<file path="src/rtl/gun_pos_accum_if.sv">
// Bus between the light-gun position accumulator and whatever drives it.
// The master drives the joystick, analog and tick inputs; the slave returns the gun position.
interface gun_pos_accum_if #(
    parameter int POS_W = 6
);
    logic             tick;
    logic             joy_left;
    logic             joy_right;
    logic             joy_up;
    logic             joy_down;
    logic             recenter;
    logic             accel_en;
    logic             analog_en;
    logic [7:0]       analog_x;
    logic [7:0]       analog_y;
    logic [POS_W-1:0] gun_h;
    logic [POS_W-1:0] gun_v;
    logic             moving;

    modport master (
        output tick, joy_left, joy_right, joy_up, joy_down,
               recenter, accel_en, analog_en, analog_x, analog_y,
        input  gun_h, gun_v, moving
    );

    modport slave (
        input  tick, joy_left, joy_right, joy_up, joy_down,
               recenter, accel_en, analog_en, analog_x, analog_y,
        output gun_h, gun_v, moving
    );
endinterface

</file>
<file path="src/rtl/gun_pos_accum.sv">
// Gun position accumulator: digital auto-repeat with acceleration, or analog stick integration.
// Each axis saturates to 0..2^POS_W-1, and everything advances only on the rising edge of tick.
module gun_pos_accum #(
    parameter int POS_W     = 6,
    parameter int DIV_MAX   = 3,
    parameter int ACCEL_RUN = 8,
    parameter int FAST_STEP = 2,
    parameter int DEADZONE  = 16,
    parameter int ANA_SHIFT = 4
) (
    input  logic            clk_sys,
    input  logic            reset,
    gun_pos_accum_if.slave  bus
);
    localparam int S     = POS_W + 2;
    localparam int DIV_W = (DIV_MAX < 1) ? 1 : $clog2(DIV_MAX + 1);
    localparam int RUN_W = (ACCEL_RUN < 1) ? 1 : $clog2(ACCEL_RUN + 1);
    localparam logic [POS_W-1:0]    MID   = POS_W'(1 << (POS_W - 1));
    localparam logic signed [S-1:0] MAX_S = S'((1 << POS_W) - 1);

    typedef enum logic [1:0] {IDLE = 2'd0, HOLD = 2'd1, FAST = 2'd2} state_t;

    typedef struct packed {
        state_t             st;
        logic [DIV_W-1:0]   div;
        logic [RUN_W-1:0]   run;
        logic signed [1:0]  dir;
    } axis_t;

    logic             tick_r;
    logic             tick_evt;
    logic [POS_W-1:0] gun_h_r, gun_v_r, gun_h_nxt, gun_v_nxt;
    logic             moving_r, moving_nxt;
    axis_t            ax_h, ax_v, ax_h_nxt, ax_v_nxt;
    logic signed [1:0]   dir_h, dir_v;
    logic signed [S-1:0] dh, dv;

    function automatic logic signed [1:0] decode_dir(input logic neg, input logic pos);
        if (pos && !neg) return 2'sb01;
        if (neg && !pos) return 2'sb11;
        return 2'sb00;
    endfunction

    function automatic logic [POS_W-1:0] sat_add(input logic [POS_W-1:0] p,
                                                 input logic signed [S-1:0] dl);
        logic signed [S-1:0] sum;
        sum = $signed({2'b00, p}) + dl;
        if (sum < 0) return '0;
        if (sum > MAX_S) return '1;
        return sum[POS_W-1:0];
    endfunction

    // Magnitude is taken at 9 bits so that -128 compares as 128 against the deadzone.
    function automatic logic signed [S-1:0] ana_delta(input logic [7:0] a);
        logic [8:0]        mag;
        logic signed [7:0] sh;
        mag = a[7] ? (9'd0 - {1'b1, a}) : {1'b0, a};
        sh  = $signed(a) >>> ANA_SHIFT;
        if (mag > 9'(DEADZONE)) return S'(sh);
        return '0;
    endfunction

    // A reversal counts as a fresh press; dropping accel_en in FAST restarts the run count.
    function automatic axis_t axis_next(input axis_t cur, input logic signed [1:0] d,
                                        input logic acc, output logic signed [S-1:0] delta);
        axis_t nxt;
        logic  dropping;
        nxt      = cur;
        delta    = '0;
        dropping = (cur.st == FAST) && !acc;
        if (d == 2'sb00) begin
            nxt = '0;
        end else if (cur.st == IDLE || d != cur.dir) begin
            nxt     = '0;
            nxt.st  = HOLD;
            nxt.dir = d;
            delta   = S'(d);
        end else begin
            if (dropping) begin
                nxt.st  = HOLD;
                nxt.run = '0;
            end
            if (cur.div == DIV_W'(DIV_MAX)) begin
                nxt.div = '0;
                if (cur.st == FAST && acc)
                    delta = d[1] ? -S'(FAST_STEP) : S'(FAST_STEP);
                else
                    delta = S'(d);
                if (!dropping && cur.run < RUN_W'(ACCEL_RUN))
                    nxt.run = cur.run + 1'b1;
            end else begin
                nxt.div = cur.div + 1'b1;
            end
            if (nxt.st == HOLD && acc && nxt.run >= RUN_W'(ACCEL_RUN))
                nxt.st = FAST;
        end
        return nxt;
    endfunction

    assign tick_evt  = bus.tick & ~tick_r;
    assign bus.gun_h  = gun_h_r;
    assign bus.gun_v  = gun_v_r;
    assign bus.moving = moving_r;

    always_comb begin
        dir_h      = decode_dir(bus.joy_left, bus.joy_right);
        dir_v      = decode_dir(bus.joy_up, bus.joy_down);
        gun_h_nxt  = gun_h_r;
        gun_v_nxt  = gun_v_r;
        ax_h_nxt   = ax_h;
        ax_v_nxt   = ax_v;
        moving_nxt = moving_r;
        dh         = '0;
        dv         = '0;
        if (bus.recenter) begin
            gun_h_nxt  = MID;
            gun_v_nxt  = MID;
            ax_h_nxt   = '0;
            ax_v_nxt   = '0;
            moving_nxt = 1'b0;
        end else if (bus.analog_en) begin
            ax_h_nxt   = '0;
            ax_v_nxt   = '0;
            dh         = ana_delta(bus.analog_x);
            dv         = ana_delta(bus.analog_y);
            gun_h_nxt  = sat_add(gun_h_r, dh);
            gun_v_nxt  = sat_add(gun_v_r, dv);
            moving_nxt = (dh != '0) || (dv != '0);
        end else begin
            ax_h_nxt   = axis_next(ax_h, dir_h, bus.accel_en, dh);
            ax_v_nxt   = axis_next(ax_v, dir_v, bus.accel_en, dv);
            gun_h_nxt  = sat_add(gun_h_r, dh);
            gun_v_nxt  = sat_add(gun_v_r, dv);
            moving_nxt = (ax_h_nxt.st != IDLE) || (ax_v_nxt.st != IDLE);
        end
    end

    always_ff @(posedge clk_sys or posedge reset) begin
        if (reset) begin
            tick_r   <= 1'b0;
            gun_h_r  <= MID;
            gun_v_r  <= MID;
            ax_h     <= '0;
            ax_v     <= '0;
            moving_r <= 1'b0;
        end else begin
            tick_r <= bus.tick;
            if (tick_evt) begin
                gun_h_r  <= gun_h_nxt;
                gun_v_r  <= gun_v_nxt;
                ax_h     <= ax_h_nxt;
                ax_v     <= ax_v_nxt;
                moving_r <= moving_nxt;
            end
        end
    end
endmodule

</file>
<file path="src/flat_wrapper.sv">
// flat-port wrapper written by rule: the top's interface ports become plain ports
module gun_pos_accum_flat 
#(
    parameter int POS_W     = 6,
    parameter int DIV_MAX   = 3,
    parameter int ACCEL_RUN = 8,
    parameter int FAST_STEP = 2,
    parameter int DEADZONE  = 16,
    parameter int ANA_SHIFT = 4
)
  (clk_sys, reset, bus_tick, bus_joy_left, bus_joy_right, bus_joy_up, bus_joy_down, bus_recenter, bus_accel_en, bus_analog_en, bus_analog_x, bus_analog_y, bus_gun_h, bus_gun_v, bus_moving);
  gun_pos_accum_if #(.POS_W(POS_W)) bus_i ();
  input  logic clk_sys;
  input  logic reset;
  input wire logic [$bits(bus_i.tick)-1:0] bus_tick;
  input wire logic [$bits(bus_i.joy_left)-1:0] bus_joy_left;
  input wire logic [$bits(bus_i.joy_right)-1:0] bus_joy_right;
  input wire logic [$bits(bus_i.joy_up)-1:0] bus_joy_up;
  input wire logic [$bits(bus_i.joy_down)-1:0] bus_joy_down;
  input wire logic [$bits(bus_i.recenter)-1:0] bus_recenter;
  input wire logic [$bits(bus_i.accel_en)-1:0] bus_accel_en;
  input wire logic [$bits(bus_i.analog_en)-1:0] bus_analog_en;
  input wire logic [$bits(bus_i.analog_x)-1:0] bus_analog_x;
  input wire logic [$bits(bus_i.analog_y)-1:0] bus_analog_y;
  output wire logic [$bits(bus_i.gun_h)-1:0] bus_gun_h;
  output wire logic [$bits(bus_i.gun_v)-1:0] bus_gun_v;
  output wire logic [$bits(bus_i.moving)-1:0] bus_moving;
  assign bus_i.tick = bus_tick;
  assign bus_i.joy_left = bus_joy_left;
  assign bus_i.joy_right = bus_joy_right;
  assign bus_i.joy_up = bus_joy_up;
  assign bus_i.joy_down = bus_joy_down;
  assign bus_i.recenter = bus_recenter;
  assign bus_i.accel_en = bus_accel_en;
  assign bus_i.analog_en = bus_analog_en;
  assign bus_i.analog_x = bus_analog_x;
  assign bus_i.analog_y = bus_analog_y;
  assign bus_gun_h = bus_i.gun_h;
  assign bus_gun_v = bus_i.gun_v;
  assign bus_moving = bus_i.moving;
  gun_pos_accum #(.POS_W(POS_W), .DIV_MAX(DIV_MAX), .ACCEL_RUN(ACCEL_RUN), .FAST_STEP(FAST_STEP), .DEADZONE(DEADZONE), .ANA_SHIFT(ANA_SHIFT)) u_core (.clk_sys(clk_sys), .reset(reset), .bus(bus_i));
endmodule
</file>
<file path="config.mk">
export PLATFORM = sky130hd
export DESIGN_NAME = gun_pos_accum_flat
export DESIGN_NICKNAME = d
export VERILOG_FILES = /design/src/rtl/gun_pos_accum_if.sv /design/src/rtl/gun_pos_accum.sv /design/src/flat_wrapper.sv
export SDC_FILE = /design/constraint.sdc
export NUM_CORES = 1
export LEC_CHECK = 0
export CORE_ASPECT_RATIO = 0.8
export CORE_MARGIN = 1.5
export CORE_UTILIZATION = 50
export CTS_BUF_LIST = sky130_fd_sc_hd__clkbuf_4
export DETAILED_ROUTE_END_ITERATION = 12
export GPL_TIMING_DRIVEN = 0
export PLACE_DENSITY = 0.85
export SYNTH_ARGS = -nofsm -noshare
export SYNTH_HDL_FRONTEND = slang
export SYNTH_SLANG_ARGS = --single-unit
</file>
<file path="constraint.sdc">
create_clock -name clk_sys -period 3.25 [get_ports clk_sys]
set_clock_uncertainty 0.15 [all_clocks]
set_input_delay 0.4875 -clock clk_sys [delete_from_list [all_inputs] [get_ports clk_sys]]
set_output_delay 0.4875 -clock clk_sys [all_outputs]
set_load 0.03 [all_outputs]
</file>
# --- After elaboration in Yosys (flattened, before gate mapping) ---
# Index checks and enable logic that the tools add are counted.
totals:
  regBits: 34
  inputBits: 26
  out_inout_bits: 13
  wordCells: 219
op_classes:
  n_addsub: 10
  magnitude_cmp: 14
  n_eq_ne: 8
  mux: 136
  n_bitwise: 2
  n_reduce_logical: 37
op_table:
  columns: ["operator", "n"]
  rows:
  - ["$mux 8", 24]
  - ["$mux 6", 20]
  - ["$mux 10", 10]
  - ["$mux 4", 14]
  - ["$mux 2", 24]
  - ["$mux 1", 42]
  - ["$add 7x8->8", 4]
  - ["$gt 8x7->1 const B", 4]
  - ["$lt 8x1->1 const B", 4]
  - ["$gt 9x5->1 const B", 2]
  - ["$mux 9", 2]
  - ["$sub 1x9->9 const A", 2]
  - ["$reduce_bool 8->1", 2]
  - ["$logic_and 1x1->1", 14]
  - ["$add 4x1->4 const B", 2]
  - ["$eq 2x2->1 const B", 4]
  - ["$ge 4x4->1 const B", 2]
  - ["$logic_not 2->1", 4]
  - ["$lt 4x4->1 const B", 2]
  - ["$reduce_bool 4->1", 2]
  - ["$logic_not 1->1", 7]
  - ["$add 2x1->2 const B", 2]
  - ["$eq 2x1->1 const B", 2]
  - ["$logic_or 1x1->1", 4]
  - ["other kinds (5)", 8]

# --- Logic depth before layout (Yosys ltp) ---
depth:
  depth_word: 25
  depth_mapped: 18
  depth_no_buf: 18

# --- Least setup slack after synthesis ---
# No wires, ideal clock.
synth_timing:
  path_type: "in2reg"
  from: "in bus_joy_right"
  to: "reg u_core.gun_h_r[1] (netlist: u_core.bus.gun_h[1])"
  setup_ps: 95
  t_arrival_ps: 3420
  t_required_ps: 3005
  slack_ps: -415
  path_stages: 15
  path_buffers: 0
  path_cell_list: "inv_1 ha_1 xor2_1 o211ai_2 nor2_2 or3b_4 inv_1 ha_1 nor2b_4 o31a_1 a21oi_2 nor3b_1 a2111oi_4 nor3b_1 o32ai_2"
synth_between:
  elab_chain_len: 23
  elab_cells_between_ends: 34
  classes_between: "1 x add/sub; 2 x order compare; 1 x eq/ne; 25 x mux; 5 x reduce/logical"
synth_lines:
  columns: ["item", "line_no", "source"]
  rows:
  - ["from (decl)", "flat_wrapper.sv:17", "input wire logic [$bits(bus_i.joy_right)-1:0] bus_joy_right;"]
  - ["$logic_not 1->1", "gun_pos_accum.sv:40", "if (neg && !pos) return 2'sb11;"]
  - ["$logic_and 1x1->1", "gun_pos_accum.sv:40", null]
  - ["$mux 1 (2 in a row)", "gun_pos_accum.sv:40", null]
  - ["$mux 2", "gun_pos_accum.sv:41", "return 2'sb00;"]
  - ["$mux 2 (*)", "gun_pos_accum.sv:40", null]
  - ["$mux 8", "gun_pos_accum.sv:86", "delta = d[1] ? -S'(FAST_STEP) : S'(FAST_STEP);"]
  - ["$mux 8", "gun_pos_accum.sv:85", "if (cur.st == FAST && acc)"]
  - ["$mux 8", "gun_pos_accum.sv:83", "if (cur.div == DIV_W'(DIV_MAX)) begin"]
  - ["[... 5 more ...]", null, null]
  - ["$gt 8x7->1", "gun_pos_accum.sv:49", "if (sum > MAX_S) return '1;"]
  - ["$mux 1 (2 in a row)", "gun_pos_accum.sv:49", null]
  - ["$mux 1", "gun_pos_accum.sv:121", "end else if (bus.analog_en) begin"]
  - ["$mux 1", "gun_pos_accum.sv:115", "if (bus.recenter) begin"]
  - ["$mux 6", "gun_pos_accum.sv:50", "return sum[POS_W-1:0];"]
  - ["$mux 6 (*)", "gun_pos_accum.sv:49", null]
  - ["$mux 6 (*)", "gun_pos_accum.sv:121", null]
  - ["$mux 6 (*)", "gun_pos_accum.sv:115", null]
  - ["to (signal assigned)", "gun_pos_accum.sv:149", "gun_h_r <= gun_h_nxt;"]
  - ["to (decl)", "gun_pos_accum.sv:32", "logic [POS_W-1:0] gun_h_r, gun_v_r, gun_h_nxt, gun_v_nxt;"]
# Mark *: on every way between the ends. The rest lies on a longest branch, timed or not. The select of a mux whose other input is x is not followed.
# A chain may end at the register's enable or synchronous reset.

# --- Worst setup path after layout ---
layout_timing:
  from: "in bus_analog_x[1]"
  to: "reg u_core.gun_h_r[0] (netlist: u_core.bus.gun_h[0])"
layout_between:
  elab_chain_len: 19
  elab_cells_between_ends: 24
  classes_between: "2 x add/sub; 3 x order compare; 19 x mux"
layout_lines:
  columns: ["item", "line_no", "source"]
  rows:
  - ["from (decl)", "flat_wrapper.sv:23", "input wire logic [$bits(bus_i.analog_x)-1:0] bus_analog_x;"]
  - ["$sub 1x9->9", "gun_pos_accum.sv:57", "mag = a[7] ? (9'd0 - {1'b1, a}) : {1'b0, a};"]
  - ["$mux 9 (*)", "gun_pos_accum.sv:57", null]
  - ["$gt 9x5->1 (*)", "gun_pos_accum.sv:59", "if (mag > 9'(DEADZONE)) return S'(sh);"]
  - ["$mux 1 (*)", "gun_pos_accum.sv:59", null]
  - ["$mux 1 (*)", "gun_pos_accum.sv:121", null]
  - ["$mux 1 (*)", "gun_pos_accum.sv:115", null]
  - ["$mux 8 (*)", "gun_pos_accum.sv:60", "return '0;"]
  - ["$mux 8 (*)", "gun_pos_accum.sv:121", null]
  - ["[... 2 more ...]", null, null]
  - ["$gt 8x7->1", "gun_pos_accum.sv:49", null]
  - ["$mux 1 (2 in a row)", "gun_pos_accum.sv:49", null]
  - ["$mux 1", "gun_pos_accum.sv:121", null]
  - ["$mux 1", "gun_pos_accum.sv:115", null]
  - ["$mux 6", "gun_pos_accum.sv:50", null]
  - ["$mux 6 (*)", "gun_pos_accum.sv:49", null]
  - ["$mux 6 (*)", "gun_pos_accum.sv:121", null]
  - ["$mux 6 (*)", "gun_pos_accum.sv:115", null]
# Marks and branches as above.

==> reports/metrics.cfg <==
[critical_path]
r2r_cells = 14
worstPathMaxFanout = 4
criticalPathCategory = primary input to flip-flop
max_stage_delay_ns = 0.31
critPathCaptureType = flip-flop
slowest_stage = o221a_2
cp-start-kind = primary input
r2r_slack_ns = -0.04
arrival_ns = 3.56
worstPathRequired_ns = 3.36
path_cells = buf_8, inv_4, ha_4, nor4b_4, a21oi_1, a211oi_2, a22o_1, inv_2, and2_4, ha_4, inv_2, fa_2, nand2b_4, a21oi_4, o21bai_4, nor2b_4, o21ai_2, o221a_2, o31ai_2

[clocking]
cts_buffers = 5
path_clk_slew_ns = 0.12
cts_sinks = 34
cts-root-buf = clkbuf_4
cts_buffer_depth = 2
hold_buffers = 0
htreeDepth = 2
cts_tree = done
clk_latency_ns = 0.35

[grt]
grtUsageTotal_pct = 27.6
use_met1_pct = 35.1
grt_max_degree = 35
antenna_found_initial = 0
grt_pass1_vias = 3524
grt-ovfl-total = 0
busiest_layer = met2
grt_pass1_wl_mm = 16.3
met3_usage_pct = 3.73
use_met2_pct = 46.8

[yosys]
syn_inst = 408
synth-edff-count = 0
postSynthAreaPerCell_um2 = 8.49
yosysSeqAreaShare_pct = 24.6
synth_seq_cells = 34
async_flop_share_pct = 100
ys_warn_count = 0
synth_top_flop_cell = dfrtp_1
netlist_area_um2 = 3460
syn_nets = 474
ys_types = 69

[timing]
max-slew-margin-rel_pct = 49.4
fin_ws_ns = -0.196
final_max_slew_viol_count = 0
fin_crit_ns = 3.45
rsz0062_at_grt = yes
setup_violations = 11
min_period_over_period_pct = 106
tightest_slew_ns = 0.758
fmax_ghz = 0.290
hold_viol_final = 0

[detailed_routing]
wl_per_cell_um = 19.9
antenna_left = 0
drc_errors = 0
viasPerCell = 6.47
drt-initial-drc-count = 335
wl_mm = 11.7
vias = 3804
detailedRoute.firstPassIterationCount = 7

[run_status]
violations = negative setup slack
run_status = finished with violations

[power]
power_density_nw_per_um2 = 367
ir_drop_v = 0.000249
p_leak_nw = 2.15

[worst_hold_path]
hp-class = flip-flop to flip-flop
hold_depth = 1

[floorplanning]
die_y_um = 77.4
start_util_pct = 52.9
die_w_um = 96.0
core.rowCount = 26
coreArea_um2 = 6540
io_pins = 39
die-area_um2 = 7440

[placement]
place.gp.congestion = 0.843
dpl_cell_area_um2 = 4190
io_buffers = 38
hpwl_mm = 6.55

[cells_and_area]
layout-drive-gt1-share_pct = 37.7
area_delta_synth_final_pct = 48.2
nFillCells = 334
layout_commonest_cell = buf_4
diodes = 0
fin_area_um2 = 5130
final_util_pct = 78.5
num-nets-final = 569
final_cell_mix = buf_4, nand2_1, dfrtp_1
multi_input_area_um2 = 3130
regArea_um2 = 853

[run]
max-cap-violations = 0

## kinds of logic after synthesis
kind of cell	synth area share, %
compound gates	28.6
simple gates	20.5
fa+ha+maj	15.3
buf+inv	4.12
flops	24.6
xor+xnor	6.58
mux	0.289
## synthesized netlist by cell type (7+ instances only)
master | n | share of area (%)
a21oi_1 | 26 | 3.8
a22o_1 | 7 | 1.8
dfrtp_1 | 32 | 23
ha_1 | 36 | 13
inv_1 | 29 | 3.1
nand2_1 | 43 | 4.7
nand2b_1 | 17 | 3.1
nor2_1 | 32 | 3.5
nor2b_1 | 9 | 1.6
o211ai_1 | 10 | 2.2
o21ai_0 | 30 | 4.3
xnor2_1 | 13 | 3.3
xor2_1 | 8 | 2.0
## registers in the layout (all words and copies together), names as in the netlist
signal             count
u_core.bus.gun_v       6
u_core.ax_h           10
u_core.ax_v           10
u_core.bus.gun_h       6
u_core.bus.moving      1
u_core.tick_r          1
## metrics by stage
step / setup WS (ns) / instances / hold WS [ns] / power [mW] / TNS, ns
2_1_floorplan: -0.115 / 408 / 0.295 / 1.09 / -0.419
5_1_grt: -0.325 / 588 / 0.373 / 1.98 / -2.16
6_report: -0.196 / 588 / 0.349 / 1.88 / -0.650
3_3_place_gp: -1.06 / 530 / 0.318 / 1.29 / -11.90
3_5_place_dp: -1.16 / 530 / 0.336 / 1.32 / -12.99
4_1_cts: 0.000878 / 575 / 0.350 / 1.68 / 0
## timing repair
| action | 4_1_cts | 5_1_grt |
|---|---|---|
| pin swaps | 42 | 58 |
| hold endpoints to repair | 0 | 0 |
| resized for setup | 69 | 75 |
| buffers inserted | 38 | 14 |
| gates cloned | 0 | 0 |
| setup endpoints to repair | 12 | 13 |
## worst max-delay path: cells and delay by family
kind | cells | cell delay, ns
adders and majority gates | 3 | 0.56
buffers and inverters | 4 | 0.28
and+or+nand+nor | 4 | 0.79
AOI/OAI and AO/OA | 8 | 1.45
## layout make-up
| cell class | instances | area share (%) |
|---|---|---|
| inverter | 30 | 3.02 |
| buffer | 5 | 0.366 |
| tap | 84 | 2.05 |
| timing repair buffer | 90 | 15.9 |
| clock buffer | 6 | 0.878 |
| clock inverter | 2 | 0.171 |
| multi-input combinational | 337 | 61.0 |
| sequential | 34 | 16.6 |
## power breakdown
part | total [mW] | switching [mW] | leakage, nW | internal (mW)
sequential | 0.528 | 0.0659 | 0.454 | 0.462
clock | 0.242 | 0.153 | 0.0331 | 0.0897
combinational | 1.11 | 0.602 | 1.66 | 0.512
total | 1.88 | 0.820 | 2.15 | 1.06
## path summary, 6_finish.rpt
check,from,endpoint
worst min-delay path,u_core.ax_v[4],u_core.ax_v[4]
worst max-delay path,bus_analog_x[1],u_core.bus.gun_h[0]
worst min register to register,u_core.ax_v[4],u_core.ax_v[4]
min in group asynchronous,reset,u_core.ax_h[0]
max in group asynchronous,reset,u_core.ax_v[6]
worst max register to register,u_core.ax_h[9],u_core.bus.gun_h[1]
## layer usage
| layer | part of all wire, % | routed length (µm) |
|---|---|---|
| met1 | 38 | 4450 |
| met5 | 0 | 0 |
| met4 | 4.7 | 554 |
| met2 | 50 | 5850 |
| met3 | 7.3 | 861 |
Note: power is estimated with default switching activity, not from simulation.
